[config.mk]
export PLATFORM = sky130hd
export DESIGN_NAME = ram_bus_ctl
export DESIGN_NICKNAME = d
export VERILOG_FILES = /design/src/rtl/ram_bus_ctl.sv
export SDC_FILE = /design/constraint.sdc
export NUM_CORES = 1
export LEC_CHECK = 0
export ABC_AREA = 1
export ABC_CLOCK_PERIOD_IN_PS = 2100
export BUFFER_PORTS_ARGS = -buffer_cell sky130_fd_sc_hd__buf_2
export CAP_MARGIN = 20
export CORE_ASPECT_RATIO = 1.1
export CORE_UTILIZATION = 38
export DETAILED_ROUTE_END_ITERATION = 6
export GPL_TIMING_DRIVEN = 0
export SKIP_LAST_GASP = 1
export SYNTH_ARGS = -nofsm -noshare
export SYNTH_HDL_FRONTEND = slang
export SYNTH_SLANG_ARGS = --single-unit
[constraint.sdc]
create_clock -name mclk -period 2.1 [get_ports mclk]
set_input_delay 0.42 -clock mclk [delete_from_list [all_inputs] [get_ports mclk]]
set_output_delay 0.42 -clock mclk [all_outputs]
set_load 0.01 [all_outputs]
[src/rtl/ram_bus_ctl.sv]
// ram_bus_ctl - CPU-side request sequencer in front of the PSRAM `ram` block.
//
// Accepts single word/byte read/write requests from the core and turns each
// into a fixed-length level strobe (ram_read / ram_write). A recovery gap with
// both strobes low follows every strobe. Address, byte flag and write data are
// registered at accept. They stay frozen until the next accept, so they never
// move while a strobe is high.
//
// Build option: define RAM_BUS_CTL_POSTED_WR_EN to make writes posted. The
// write ack then pulses in the cycle after accept instead of at the end of
// the write hold.
//
// Ports:
//   mclk, rst_n                  clock, asynchronous active-low reset
//   cpu_req/we/byte/addr/wdata   core request (req held until cpu_ack)
//   cpu_rdata                    read data, updated with each read ack
//   cpu_ack                      one-cycle completion pulse
//   cpu_busy                     high whenever the sequencer is not idle
//   ram_read/ram_write           strobes to `ram`, never high together
//   ram_byte/ram_addr/ram_wdata  access qualifiers to `ram`
//   ram_rdata                    data from `ram`, valid only while ram_read is high
module ram_bus_ctl #(
  parameter int unsigned READ_HOLD  = 12,
  parameter int unsigned WRITE_HOLD = 12,
  parameter int unsigned RECOVER    = 4
) (
  input  logic        mclk,
  input  logic        rst_n,
  input  logic        cpu_req,
  input  logic        cpu_we,
  input  logic        cpu_byte,
  input  logic [21:0] cpu_addr,
  input  logic [15:0] cpu_wdata,
  output logic [15:0] cpu_rdata,
  output logic        cpu_ack,
  output logic        cpu_busy,
  output logic        ram_read,
  output logic        ram_write,
  output logic        ram_byte,
  output logic [21:0] ram_addr,
  output logic [15:0] ram_wdata,
  input  logic [15:0] ram_rdata
);

  typedef enum logic [1:0] {
    ST_IDLE    = 2'd0,
    ST_RD_HOLD = 2'd1,
    ST_WR_HOLD = 2'd2,
    ST_RECOVER = 2'd3
  } state_t;

  localparam logic [7:0] RD_LOAD = 8'(READ_HOLD - 1);
  localparam logic [7:0] WR_LOAD = 8'(WRITE_HOLD - 1);
  localparam logic [7:0] RC_LOAD = 8'(RECOVER - 1);

  state_t      state_q, state_d;
  logic [7:0]  cnt_q, cnt_d;
  logic [15:0] cpu_rdata_q, cpu_rdata_d;
  logic        cpu_ack_q, cpu_ack_d;
  logic        cpu_busy_q, cpu_busy_d;
  logic        ram_read_q, ram_read_d;
  logic        ram_write_q, ram_write_d;
  logic        ram_byte_q, ram_byte_d;
  logic [21:0] ram_addr_q, ram_addr_d;
  logic [15:0] ram_wdata_q, ram_wdata_d;
  logic        accept_s;

  // Next-state, counter and output-register logic for the sequencer.
  always_comb begin
    state_d     = state_q;
    cnt_d       = cnt_q;
    cpu_rdata_d = cpu_rdata_q;
    cpu_ack_d   = 1'b0;
    ram_read_d  = ram_read_q;
    ram_write_d = ram_write_q;
    ram_byte_d  = ram_byte_q;
    ram_addr_d  = ram_addr_q;
    ram_wdata_d = ram_wdata_q;

    // The last recovery edge doubles as an accept edge. This gives exactly
    // RECOVER strobe-low cycles and one transaction per HOLD+RECOVER cycles.
    accept_s = cpu_req && ((state_q == ST_IDLE) ||
                           ((state_q == ST_RECOVER) && (cnt_q == 8'd0)));

    case (state_q)
      ST_IDLE: begin
        state_d = ST_IDLE;
      end
      ST_RD_HOLD: begin
        if (cnt_q == 8'd0) begin
          // The capture happens while ram_read is still high, so the data is valid.
          cpu_rdata_d = ram_rdata;
          cpu_ack_d   = 1'b1;
          ram_read_d  = 1'b0;
          state_d     = ST_RECOVER;
          cnt_d       = RC_LOAD;
        end else begin
          cnt_d = cnt_q - 8'd1;
        end
      end
      ST_WR_HOLD: begin
        if (cnt_q == 8'd0) begin
`ifdef RAM_BUS_CTL_POSTED_WR_EN
          cpu_ack_d   = 1'b0;
`else
          cpu_ack_d   = 1'b1;
`endif
          ram_write_d = 1'b0;
          state_d     = ST_RECOVER;
          cnt_d       = RC_LOAD;
        end else begin
          cnt_d = cnt_q - 8'd1;
        end
      end
      ST_RECOVER: begin
        if (cnt_q == 8'd0) begin
          state_d = ST_IDLE;
        end else begin
          cnt_d = cnt_q - 8'd1;
        end
      end
      default: begin
        state_d = ST_IDLE;
        cnt_d   = 8'd0;
      end
    endcase

    if (accept_s) begin
      ram_byte_d  = cpu_byte;
      ram_addr_d  = cpu_addr;
      ram_wdata_d = cpu_wdata;
      if (cpu_we) begin
        state_d     = ST_WR_HOLD;
        cnt_d       = WR_LOAD;
        ram_write_d = 1'b1;
`ifdef RAM_BUS_CTL_POSTED_WR_EN
        cpu_ack_d   = 1'b1;
`else
        cpu_ack_d   = 1'b0;
`endif
      end else begin
        state_d    = ST_RD_HOLD;
        cnt_d      = RD_LOAD;
        ram_read_d = 1'b1;
      end
    end else begin
      state_d = state_d;
    end

    cpu_busy_d = (state_d != ST_IDLE);
  end

  // State, counter and registered outputs. Reset drops the strobes at once.
  always_ff @(posedge mclk or negedge rst_n) begin
    if (!rst_n) begin
      state_q     <= ST_IDLE;
      cnt_q       <= 8'd0;
      cpu_rdata_q <= 16'd0;
      cpu_ack_q   <= 1'b0;
      cpu_busy_q  <= 1'b0;
      ram_read_q  <= 1'b0;
      ram_write_q <= 1'b0;
      ram_byte_q  <= 1'b0;
      ram_addr_q  <= 22'd0;
      ram_wdata_q <= 16'd0;
    end else begin
      state_q     <= state_d;
      cnt_q       <= cnt_d;
      cpu_rdata_q <= cpu_rdata_d;
      cpu_ack_q   <= cpu_ack_d;
      cpu_busy_q  <= cpu_busy_d;
      ram_read_q  <= ram_read_d;
      ram_write_q <= ram_write_d;
      ram_byte_q  <= ram_byte_d;
      ram_addr_q  <= ram_addr_d;
      ram_wdata_q <= ram_wdata_d;
    end
  end

  assign cpu_rdata = cpu_rdata_q;
  assign cpu_ack   = cpu_ack_q;
  assign cpu_busy  = cpu_busy_q;
  assign ram_read  = ram_read_q;
  assign ram_write = ram_write_q;
  assign ram_byte  = ram_byte_q;
  assign ram_addr  = ram_addr_q;
  assign ram_wdata = ram_wdata_q;

endmodule

**Word level (Yosys, flattened, before mapping)**

Cells that the tools add are included.

- Input port bits: 59
- Logic and storage cells: 46
- Register bits: 69
- Output and inout bits: 59

- Multiplexer cells: 21
- Equality and inequality tests: 4
- Add/sub/neg operators: 1
- Reduce and logical (&&, ||, !) cells: 10

Operators by type and width:

| kind | number |
|---|---|
| 8-bit two-way mux | 3 |
| 8-bit one-hot mux with 2 select lines | 1 |
| 1-bit two-way mux | 12 |
| 8-bit logical NOT | 1 |
| 2-bit two-way mux | 4 |
| 8-bit by 1-bit subtractor with 8-bit output, second input constant | 1 |
| 2-bit one-hot mux with 3 select lines | 1 |
| 2-bit equality test, second input constant | 2 |
| 2-bit AND reduction | 2 |
| 3-bit != test, second input constant | 1 |
| 3-bit nonzero test | 1 |
| 2-bit by 1-bit equality test with 1-bit output, second input constant | 1 |
| 1-bit logical AND | 2 |
| 2-bit logical NOT | 1 |
| 2-bit nonzero test | 1 |
| 2-bit OR reduction | 1 |
| 1-bit logical OR | 1 |

**Logic depth before layout (Yosys ltp)**

Gate-level depths: netlist (run 1).

- Depth in word-level cells: 6
- Depth in mapped cells: 11
- Depth with buffers taken out: 10

**Worst setup path before layout (run 1)**

OpenSTA, ideal clock, no wires.

- Path type: register to register
- Start: reg cnt_q[0]
- End: reg ram_addr_q[10], in the netlist ram_addr[10]
- Data required time: 1.983 ns
- Stages on the path, launching flop included: 12
- Path slack: 0.557 ns
- Library setup time: 0.117 ns
- Buffers on the path: 2
- Clock period less this slack: 1.543 ns
- Data arrival time: 1.426 ns
- Path through: dfrtp_1 > inv_1 > ha_1 > nand2_2 > nor2_2 > nand3_1 > nand2_2 > nand2_2 > buf_6 > buf_6 > nand2_1 > nand2_1

- Word-level cells in the longest chain between the ends: 4

RTL lines:

| what | RTL line | text |
|---|---|---|
| start, declared | 57 | `logic [7:0] cnt_q, cnt_d;` |
| start signal, assigned | 168 | `cnt_q <= cnt_d;` |
| 8-bit logical NOT | 83 | `((state_q == ST_RECOVER) && (cnt_q == 8'd0)));` |
| 1-bit logical AND | 83 |  |
| 1-bit logical OR | 82 | `accept_s = cpu_req && ((state_q == ST_IDLE) \|\|` |
| 1-bit logical AND | 82 |  |
| end signal, assigned | 175 | `ram_addr_q <= ram_addr_d;` |
| end, declared | 64 | `logic [21:0] ram_addr_q, ram_addr_d;` |

No other way between the ends.
A chain may end at the register's enable or synchronous reset.

**Worst setup path in the final report (run 1)**

- Start: reg cnt_q[0]
- End: reg cpu_ack_q, in the netlist cpu_ack

- Word-level cells in the longest chain between the ends: 5
- Elaborated cells on any way between the ends: 8
- Classes of those cells: mux (4); reduce/logical (4)

RTL lines:

| what | RTL line | text |
|---|---|---|
| 8-bit logical NOT * | 83, 90, 102 |  |
| 1-bit two-way mux or 1-bit logical AND (tied branches) | 90, 102, 83 |  |
| 1-bit two-way mux or 1-bit logical OR (tied branches) | - |  |
| 1-bit two-way mux or 1-bit logical AND (tied branches) | 132, 82 |  |
| 1-bit two-way mux * | 128 | `if (accept_s) begin` |
| named net cpu_ack_d | 59 | `logic cpu_ack_q, cpu_ack_d;` |
| end signal, assigned | 170 | `cpu_ack_q <= cpu_ack_d;` |
| end, declared | 59 |  |

The timed path passes the listed nets; every way through them passes the cells marked *.

==> results.md, run 1 <==
- Clk root buf: clkbuf_8
- Post-synth top area share: 55.51%
- Setup Fix Bufs, Post-CTS: 0
- Final setup violation count: 0
- CP max FO: 10
- CTS tree: yes
- Final hold violations: 0
- Dpl hpwl: 5016 um
- Worst Setup Start Kind: flip-flop
- WHS: 0.07996 ns
- Crit. Startpoint: cnt_q[0]
- Min Clock Period, post-route: 1.824 ns
- Worst path slowest cell: dfrtp_1
- Die X: 88.27 um
- RSZ-0062 raised after global routing: false
- Layout cells sized above 1: 31.49%
- Yosys Warn Count: 0
- First-pass GRT wire length: 11720 um
- Crit. End Element: flip-flop
- Diode count: 0
- R2R cell count: 10
- CTS H-tree depth: 3
- Critical path arrival: 2.06 ns
- NetSw: 1.976 mW
- Cts repair resizes: 0
- Cell family contributing the most delay on the critical path: simple AND/OR/NAND/NOR gates
- I/O pin total: 118
- PwrDens: 1256 nW/um2
- Sequential share of power: 40.2%
- Mux cell area share after synthesis: 0%
- Initial antenna violation count: 0
- Clk pin slew, worst setup/hold paths: 0.08 ns
- Placer's final routability congestion estimate: 0.7855
- Crit path to: cpu_ack
- CORE AREA: 7913 um2
- Switching Fraction: 38.82%
- WL final: 7104 um
- Drc violations: 0
- Post-route ant nets: 0
- CP bufs+invs: 3
- Drt initial violations: 57
- Crit path largest cell delay: 0.38 ns
- Vias per cell: 4.604
- Status: complete, no violations
- Clock power share: 21.3%
- Worst VDD drop: 0.5018 mV
- Largest net degree at the start of global routing: 70
- Pre-CTS WS: 0.2450 ns
- Static leakage: 2.310 nW
- Least-Margin Pin Slew: 0.4423 ns
- Post-CTS Hold Buffers: 0
- Crit-path cells: inv_1, ha_1, nand2_2, nor2_2, nand3_1, nand2_2, buf_2, nand3_1, nand3_1, inv_1
- Total negative slack: 0 ns
- Synth top area cells: dfrtp_1, nand2_1, nand3_1, ha_1, inv_1
- Final WS setup: 0.2761 ns
- Crit share post-route: 86.85%
- Pre-antenna DRT Iters: 4
- Fill cells: 810
- Skew final: 0.007952 ns
- WL/cell: 11.59 um
- Initial core utilization: 39.31%
- Die height: 96.89 um
- Crit Path Category: reg -> reg
- Cell area after synthesis: 3110 um2
- Syn Area/Cell: 8.362 um2
- Die area: 8552 um2
- Reg-to-reg setup timing slack: 0.28 ns
- Fin area: 4054 um2
- Yosys cell types: 20
- Clock latency on the worst-skew pair: 0.34 ns
- Logic pwr share: 38.5%
- Placed instance count: 597
- Worst r2r src: cnt_q[0]
- Fmax: 0.5483 GHz
- Routed via count: 2822
- Hold Crit Class: in -> async
- Slew Viols, Final: 0
- Post-synth top area cell: dfrtp_1
- Worst path depth: 10
- Synth Area in Compound Gates: 0.6034%
- Max-cap violations: 0
- Grt ovf: 0
- Critical Path RT: 2.33 ns
- Clock Sinks: 69
- Seq cells post-synth: 69
- Nets: 565
- Largest family of logic cells by synthesized area: simple AND/OR/NAND/NOR gates
- Max Buffers Root-to-Sink: 2
- Vias in the first global route: 2625
- Post-synthesis adder-cell area fraction: 2.414%
- Placed Area: 3856 um2
- Cells after Synth: 372
- Num rows: 34
- CP dominant cell by count: nand3_1
- Post-synthesis sequential area ratio: 55.51%
- Syn Nets: 437
- Layout area overhead: 30.33%
- Critical R2R Capture: cpu_ack
- Non-Filler Instances: 613
- Internal power: 3.114 mW
- CTS Buf Count: 9
- Post-Synth XOR/XNOR Area: 1.126%
- Port Buffers: 116
- Worst slew margin: 70.51%
- Post-Synth Simple-Gate Area: 33.67%
- Overall global routing resource usage: 17.22%
==> state kept, by name, indices dropped and copies added (netlist names) <==
name       count
cpu_ack        1
ram_addr      22
cnt_q          8
cpu_rdata     16
state_q        2
ram_byte       1
ram_read       1
ram_write      1
ram_wdata     16
cpu_busy       1
==> per-layer routing <==
metal	routed length (um)	part of all wire (%)	global-route usage (%)	vias to the layer above
li1	-	-	-	1423
met1	3312	47	22.60	1310
met2	3295	46	27.63	82
met3	457	6.4	4.522	7
met4	40	0.56	5.211	0
met5	0	0	0	-
==> power by group through the flow <==
stage	logic, mW	registers [mW]	clock network [mW]
5_1_grt	2.23	2.11	1.17
2_1_floorplan	1.08	2.25	0
6_report	1.96	2.05	1.08
4_1_cts	1.99	2.05	1.12
3_3_place_gp	1.97	2.06	0
3_5_place_dp	1.99	2.06	0
==> stage by stage <==
step	utilization, %	total power, mW
floorplan	-	3.328
global placement	48.36	4.030
detailed placement	48.74	4.055
CTS	51.23	5.158
global route	51.23	5.511
finish	51.23	5.090
==> layout by cell type (no fill, tap or decap) <==
master,n
inv_6,1
nand2_1,151
nor2_4,1
nand3_1,69
ha_1,6
o21ai_0,1
buf_2,122
o21ai_1,1
dfrtp_1,69
nor2_2,2
bufinv_16,1
nand4_1,1
inv_1,19
clkinvlp_4,1
clkbuf_1,7
o221ai_1,1
nand3b_1,1
buf_4,3
inv_2,4
xor2_1,4
clkbuf_8,9
buf_16,1
nor2_1,16
buf_6,4
clkinv_2,2
nand2_2,6
clkinv_4,2
==> worst reg2reg max path, delay by kind of cell, from the launching register on <==
family	cells	cell delay (ns)
AND/OR/NAND/NOR	6	0.71
buffers and inverters	3	0.40
flip-flops	1	0.38
adder cells (fa/ha/maj)	1	0.23
==> logic make-up after synthesis <==
group,after synthesis
fa+ha+maj,6
simple gates,247
buf+inv,43
xor+xnor,4
compound gates,3
flops,69
==> area by class of cell <==
cell class              count  area [um2]  share of cell area [%]
multi-input cells         260        1176                   29.01
repair buffers            117       610.6                   15.06
inverters                  23       86.33                   2.130
clock buffers               9       123.9                   3.056
plain buffers              20       121.4                   2.994
well taps                 108       135.1                   3.333
clock inverters             7       73.82                   1.821
flip-flops and latches     69        1727                   42.59
==> worst min-delay path by stage <==
stage / cells past startpoint / to
floorplan: 0 / cnt_q[0]
global placement: 2 / cpu_rdata[9]
detailed placement: 2 / ram_wdata[15]
CTS: 2 / cpu_rdata[8]
global route: 2 / cpu_rdata[0]
finish: 2 / cpu_rdata[8]
==> synth_stat cells (all sizes together) <==
master	number
buf	13
clkbuf	7
dfrtp	69
ha	6
inv	23
nand2	157
nand3	69
nand3b	1
nand4	1
nor2	19
o21ai	2
o221ai	1
xor2	4
(Power assumes the default switching activity.)
==> run 2: changes to the inputs <==
- ABC_AREA: 1 -> default
- ABC_CLOCK_PERIOD_IN_PS: 2100 -> 2000
- PLACE_DENSITY: default -> 0.65
- clock period: 2.1 -> 2 ns (I/O delays scaled with it)
==> run 2 against run 1 <==
Net effect:
- the run now ends with negative setup slack left
- synthesized area fell by 6.2%
- sequential power fell by 12%
- synthesized cell count fell by 46%
- clock power rose by 11%
- first-iteration DRC count rose by 91%
- non-clock buffer count rose by 3
- wire length fell by 12%
==> results.md, run 2 <==
- Status: finished with violations
- Failing checks: negative setup slack
- Clock latency on the worst-skew pair: 0.34 ns
- Slew Viols, Final: 0
- Max-cap violations: 0
- Largest family of logic cells by synthesized area: multiplexers
- Crit Path Category: reg -> reg
- Clk pin slew, worst setup/hold paths: 0.08 ns
- Clk root buf: clkbuf_8
- WL final: 6284 um
- Post-synthesis adder-cell area fraction: 2.572%
- Post-synth top area cell: dfrtp_1
- Async SR Flop Fraction: 100.0%
- Mux cell area share after synthesis: 22.29%
- Final setup violation count: 22
- Routed via count: 2188
- Critical path arrival: 2.25 ns
- WL/cell: 14.38 um
- Drc violations: 0
- Final hold violations: 0
- Critical Path RT: 2.22 ns
- Max reg flops: 22
- Vias in the first global route: 2062
- Seq cells post-synth: 69
- Dpl hpwl: 4213 um
- Placed Area: 3616 um2
- Reg-to-reg setup timing slack: -0.03 ns
- Initial core utilization: 39.28%
- Syn Nets: 265
- CTS tree: yes
- CORE AREA: 7432 um2
- Placed instance count: 404
- Non-Filler Instances: 437
- CTS Buf Count: 9
- Worst slew margin: 43.89%
- Die height: 93.93 um
- Skew final: 0.007811 ns
- I/O pin total: 118
- Worst r2r src: cnt_q[0]
- Num rows: 33
- PwrDens: 1008 nW/um2
- Commonest non-fill, non-tap cell in the layout: buf_2
- CP max FO: 6
- Layout area overhead: 40.12%
- Least-Margin Pin Slew: 0.8416 ns
- RSZ-0062 raised after global routing: true
- Max Buffers Root-to-Sink: 2
- Crit. End Element: flip-flop
- Pre-antenna DRT Iters: 4
- EDFF count, synth: 0
- Post-synthesis sequential area ratio: 59.15%
- Post-synth top cells: dfrtp_1, mux2_2, inv_1
- Initial antenna violation count: 0
- Post-route ant nets: 0
- CTS H-tree depth: 3
- Pre-CTS WS: -0.2873 ns
- Overall global routing resource usage: 16.12%
- Worst VDD drop: 0.5044 mV
- Post-Synth XOR/XNOR Area: 0.3000%
- Die area: 8037 um2
- First-pass GRT wire length: 9873 um
- Hold Crit Class: in -> async
- Cells after Synth: 200
- Drt initial violations: 109
- Die X: 85.57 um
- Nets: 410
- Final WS setup: -0.02652 ns
- Cell area after synthesis: 2919 um2
- Post-synth top area share: 59.15%
- Largest net degree at the start of global routing: 70
- Placer's final routability congestion estimate: 0.7534
- Port Buffers: 117
- Crit share post-route: 101.3%
- Clock Sinks: 69
- Yosys cell types: 38
- Worst Setup Start Kind: flip-flop
- Most frequent cell after synthesis: dfrtp_1
- Fmax: 0.4935 GHz
- Ys flop type: dfrtp_1
- Grt ovf: 0
- Synth top area cells: dfrtp_1, mux2_2, ha_1, buf_6, or3_1
- Vias per cell: 5.007
- Crit. Startpoint: cnt_q[0]
- Static leakage: 1.936 nW
- Syn Area/Cell: 14.60 um2
- Min Clock Period, post-route: 2.027 ns
- Post-Synth Simple-Gate Area: 5.444%
- Fin area: 4090 um2
- Synth Area in Compound Gates: 7.244%
- Diode count: 0
- Layout cells sized above 1: 63.71%
- Yosys Warn Count: 0
- Commonest non-fill, non-tap cells in the layout: buf_2, dfrtp_1, mux2_2
-- run 2: critical path: stages (launching register included) --
cell	delay [ns]
dfrtp_1	0.44
inv_1	0.09
ha_2	0.22
nand2b_2	0.14
o41ai_4	0.32
buf_6	0.22
clkbuf_16	0.16
mux2_2	0.32
-- run 2: area by class of cell --
type,count,area (um2)
Timing Repair Buffer,135,785.8
Inverter,7,26.28
Multi-Input combinational cell,118,1151
Tap cell,87,108.9
Sequential cell,69,1729
Fill cell,647,3342
Clock inverter,4,72.57
Buffer,5,81.33
Clock buffer,12,135.1
-- run 2: path summary, 6_finish.rpt --
check | endpoint | cells past startpoint
worst max-delay path | ram_byte | 7
worst min-delay path | cpu_rdata[11] | 1
worst max register to register | ram_byte | 7
worst min register to register | ram_addr[9] | 1
max in group asynchronous | state_q[0] | 1
min in group mclk | ram_read | 2
-- run 2: kinds of logic (layout without fill, tap and decap cells) --
kind of cell	after synthesis	after routing
multiplexers	58	58
buffers and inverters	13	163
AND/OR/NAND/NOR	27	27
adder cells (fa/ha/maj)	6	6
AO/OA/AOI/OAI	26	26
flip-flops	69	69
XOR/XNOR	1	1
-- run 2: metrics by stage --
stage / setup TNS, ns / utilization [%] / hold slack, ns / power (mW)
final: -0.3218 / 55.03 / 0.1670 / 4.123
after global placement: -10.18 / 48.62 / 0.4621 / 2.765
after global routing: -1.848 / 55.03 / 0.2422 / 4.365
after CTS: -2.054 / 52.96 / 0.1989 / 4.088
after detailed placement: -12.30 / 48.65 / 0.4693 / 2.797
after floorplan: 0 / - / 0.1044 / 2.382
-- run 2: report_power, final --
group          total (mW)  switching (mW)  internal [mW]
clock                1.20           0.500          0.702
combinational        1.12           0.526          0.593
sequential           1.80           0.144           1.66
-- run 2: routing by layer --
layer | track usage, % | share of wire [%] | routed length, um | up-vias
met2 | 26.33 | 52 | 3295 | 60
met1 | 19.56 | 41 | 2547 | 1097
li1 | - | - | - | 1023
met4 | 6.250 | 1.5 | 97 | 0
met5 | 0 | 0 | 0 | -
met3 | 5.624 | 5.5 | 343 | 8
-- run 2: what timing repair did --
item | 4_1_cts | 5_1_grt
pin swaps | 2 | 2
hold endpoints to repair | 0 | 0
gates cloned | 1 | 2
resized for setup | 8 | 17
hold buffers | 0 | 0
endpoints found under the setup margin | 60 | 60
buffers inserted | 8 | 7
==> run 3: changes to the inputs <==
- PLACE_DENSITY: 0.65 -> 0.63
==> run 3 against run 2 <==
Net effect:
- the run still ends with negative setup slack left
- critical path depth down 1
- die area unchanged
- cell count unchanged
- worst setup slack worse by 0.034 ns
- clock power up 17%
- hold slack worse by 0.0049 ns
- largest cell class unchanged
- fmax down 1.6%
==> results.md, run 3 (same netlist as run 2, synthesis figures left out) <==
- Status: finished with violations
- Failing checks: negative setup slack
- Post-route ant nets: 0
- Grt ovf: 0
- WL/cell: 15.12 um
- Post-CTS Hold Buffers: 0
- Skew final: 0.009506 ns
- Die area: 8037 um2
- Fin area: 4295 um2
- Worst VDD drop: 0.5651 mV
- Crit-path cells: or3_1, buf_6, o41ai_4, buf_6, clkbuf_16, mux2_4
- Vias in the first global route: 2052
- Layout area overhead: 47.15%
- Critical Path RT: 2.23 ns
- Vias per cell: 4.986
- Routed via count: 2179
- CTS H-tree depth: 3
- Largest net degree at the start of global routing: 70
- CTS Buf Count: 9
- WL final: 6608 um
- Fill cells: 655
- Dpl hpwl: 4229 um
- Max-cap violations: 0
- Final WS setup: -0.06003 ns
- Overall global routing resource usage: 15.83%
- Initial antenna violation count: 0
- RSZ-0062 raised after global routing: true
- Crit share post-route: 103.0%
- Total negative slack: -1.086 ns
- Commonest non-fill, non-tap cells in the layout: buf_2, dfrtp_1, mux2_4
- Pre-antenna DRT Iters: 4
- Drc violations: 0
- Util after Layout: 57.79%
- Pre-CTS WS: -0.2797 ns
- Final hold violations: 0
- Nets: 410
- Static leakage: 2.140 nW
- CORE AREA: 7432 um2
- Placed Area: 3616 um2
- Clk root buf: clkbuf_8
- I/O pin total: 118
- Diode count: 0
- Drt initial violations: 58
- Port Buffers: 117
- Layout cells sized above 1: 64.00%
- Hold Crit Class: in -> async
- Clock Sinks: 69
- Min Clock Period, post-route: 2.060 ns
- Worst path slowest cell: dfrtp_1
- Commonest non-fill, non-tap cell in the layout: buf_2
- Worst Setup Start Kind: flip-flop
- First-pass GRT wire length: 9632 um
- Slew Viols, Final: 0
- Final setup violation count: 26
- Clk pin slew, worst setup/hold paths: 0.08 ns
- Max Buffers Root-to-Sink: 2
- Critical path arrival: 2.29 ns
- Initial core utilization: 39.28%
- Crit path largest cell delay: 0.38 ns
- CP max FO: 6
- Num rows: 33
- Fmax: 0.4854 GHz
- PwrDens: 1039 nW/um2
- Clock latency on the worst-skew pair: 0.34 ns
- Placer's final routability congestion estimate: 0.8105
- Die height: 93.93 um
- Least-Margin Pin Slew: 0.8482 ns
- CP dominant cell by count: buf_6
- CTS tree: yes
- R2R cell count: 6
- Worst slew margin: 43.45%
- Crit. End Element: flip-flop
- Max reg flops: 22
- Crit Path Category: reg -> reg
- Die X: 85.57 um
## run 3: per-stage QoR
stage	std cells	hold slack, ns	power, mW
after floorplan	200	0.1044	2.382
after detailed placement	404	0.4691	2.797
after global routing	437	0.2387	4.695
after global placement	404	0.4664	2.767
final	437	0.1621	4.461
after CTS	425	0.1908	4.255
## run 3: timing repair
item	4_1_cts	5_1_grt
endpoints found under the setup margin	59	58
gates resized for setup	6	58
pin swaps	1	4
setup buffers	5	7
cloned	0	5
## run 3: critical path: cells and delay by family, from the launching register on
kind	cells	cell delay [ns]
and+or+nand+nor	1	0.38
DFF	1	0.38
muxes	1	0.30
AOI/OAI and AO/OA	1	0.35
buffers and inverters	3	0.54
## run 3: path summary, 6_finish.rpt
path                               startpoint            end  slack [ns]
worst max-delay path                 cnt_q[2]   ram_addr[10]       -0.06
worst min-delay path                    rst_n   ram_wdata[6]        0.16
worst max register to register       cnt_q[2]   ram_addr[10]       -0.06
worst min register to register       ram_read       ram_read        0.49
max in group asynchronous               rst_n      ram_write        1.28
min in group mclk               ram_rdata[10]  cpu_rdata[10]        0.28
## run 3: layer usage
layer	part of all wire (%)	track usage [%]	vias up
met4	2.6	9.028	0
met3	4.4	3.866	15
met2	50	25.53	65
met1	43	19.38	1084
met5	0	0	-
li1	-	-	1015
## run 3: cell type report
type	count	area [um2]	area share, %
clock inverters	5	106.4	2.476
clock buffers	11	141.4	3.292
multi-input cells	118	1296	30.18
well taps	87	108.9	2.534
inverters	7	26.28	0.6117
flip-flops and latches	69	1727	40.20
plain buffers	6	92.59	2.156
repair buffers	134	797.0	18.56
## run 3: power breakdown
group / internal (mW) / switching (mW)
Clock: 0.868 / 0.535
Combinational: 0.695 / 0.555
Sequential: 1.66 / 0.150
Total: 3.22 / 1.24
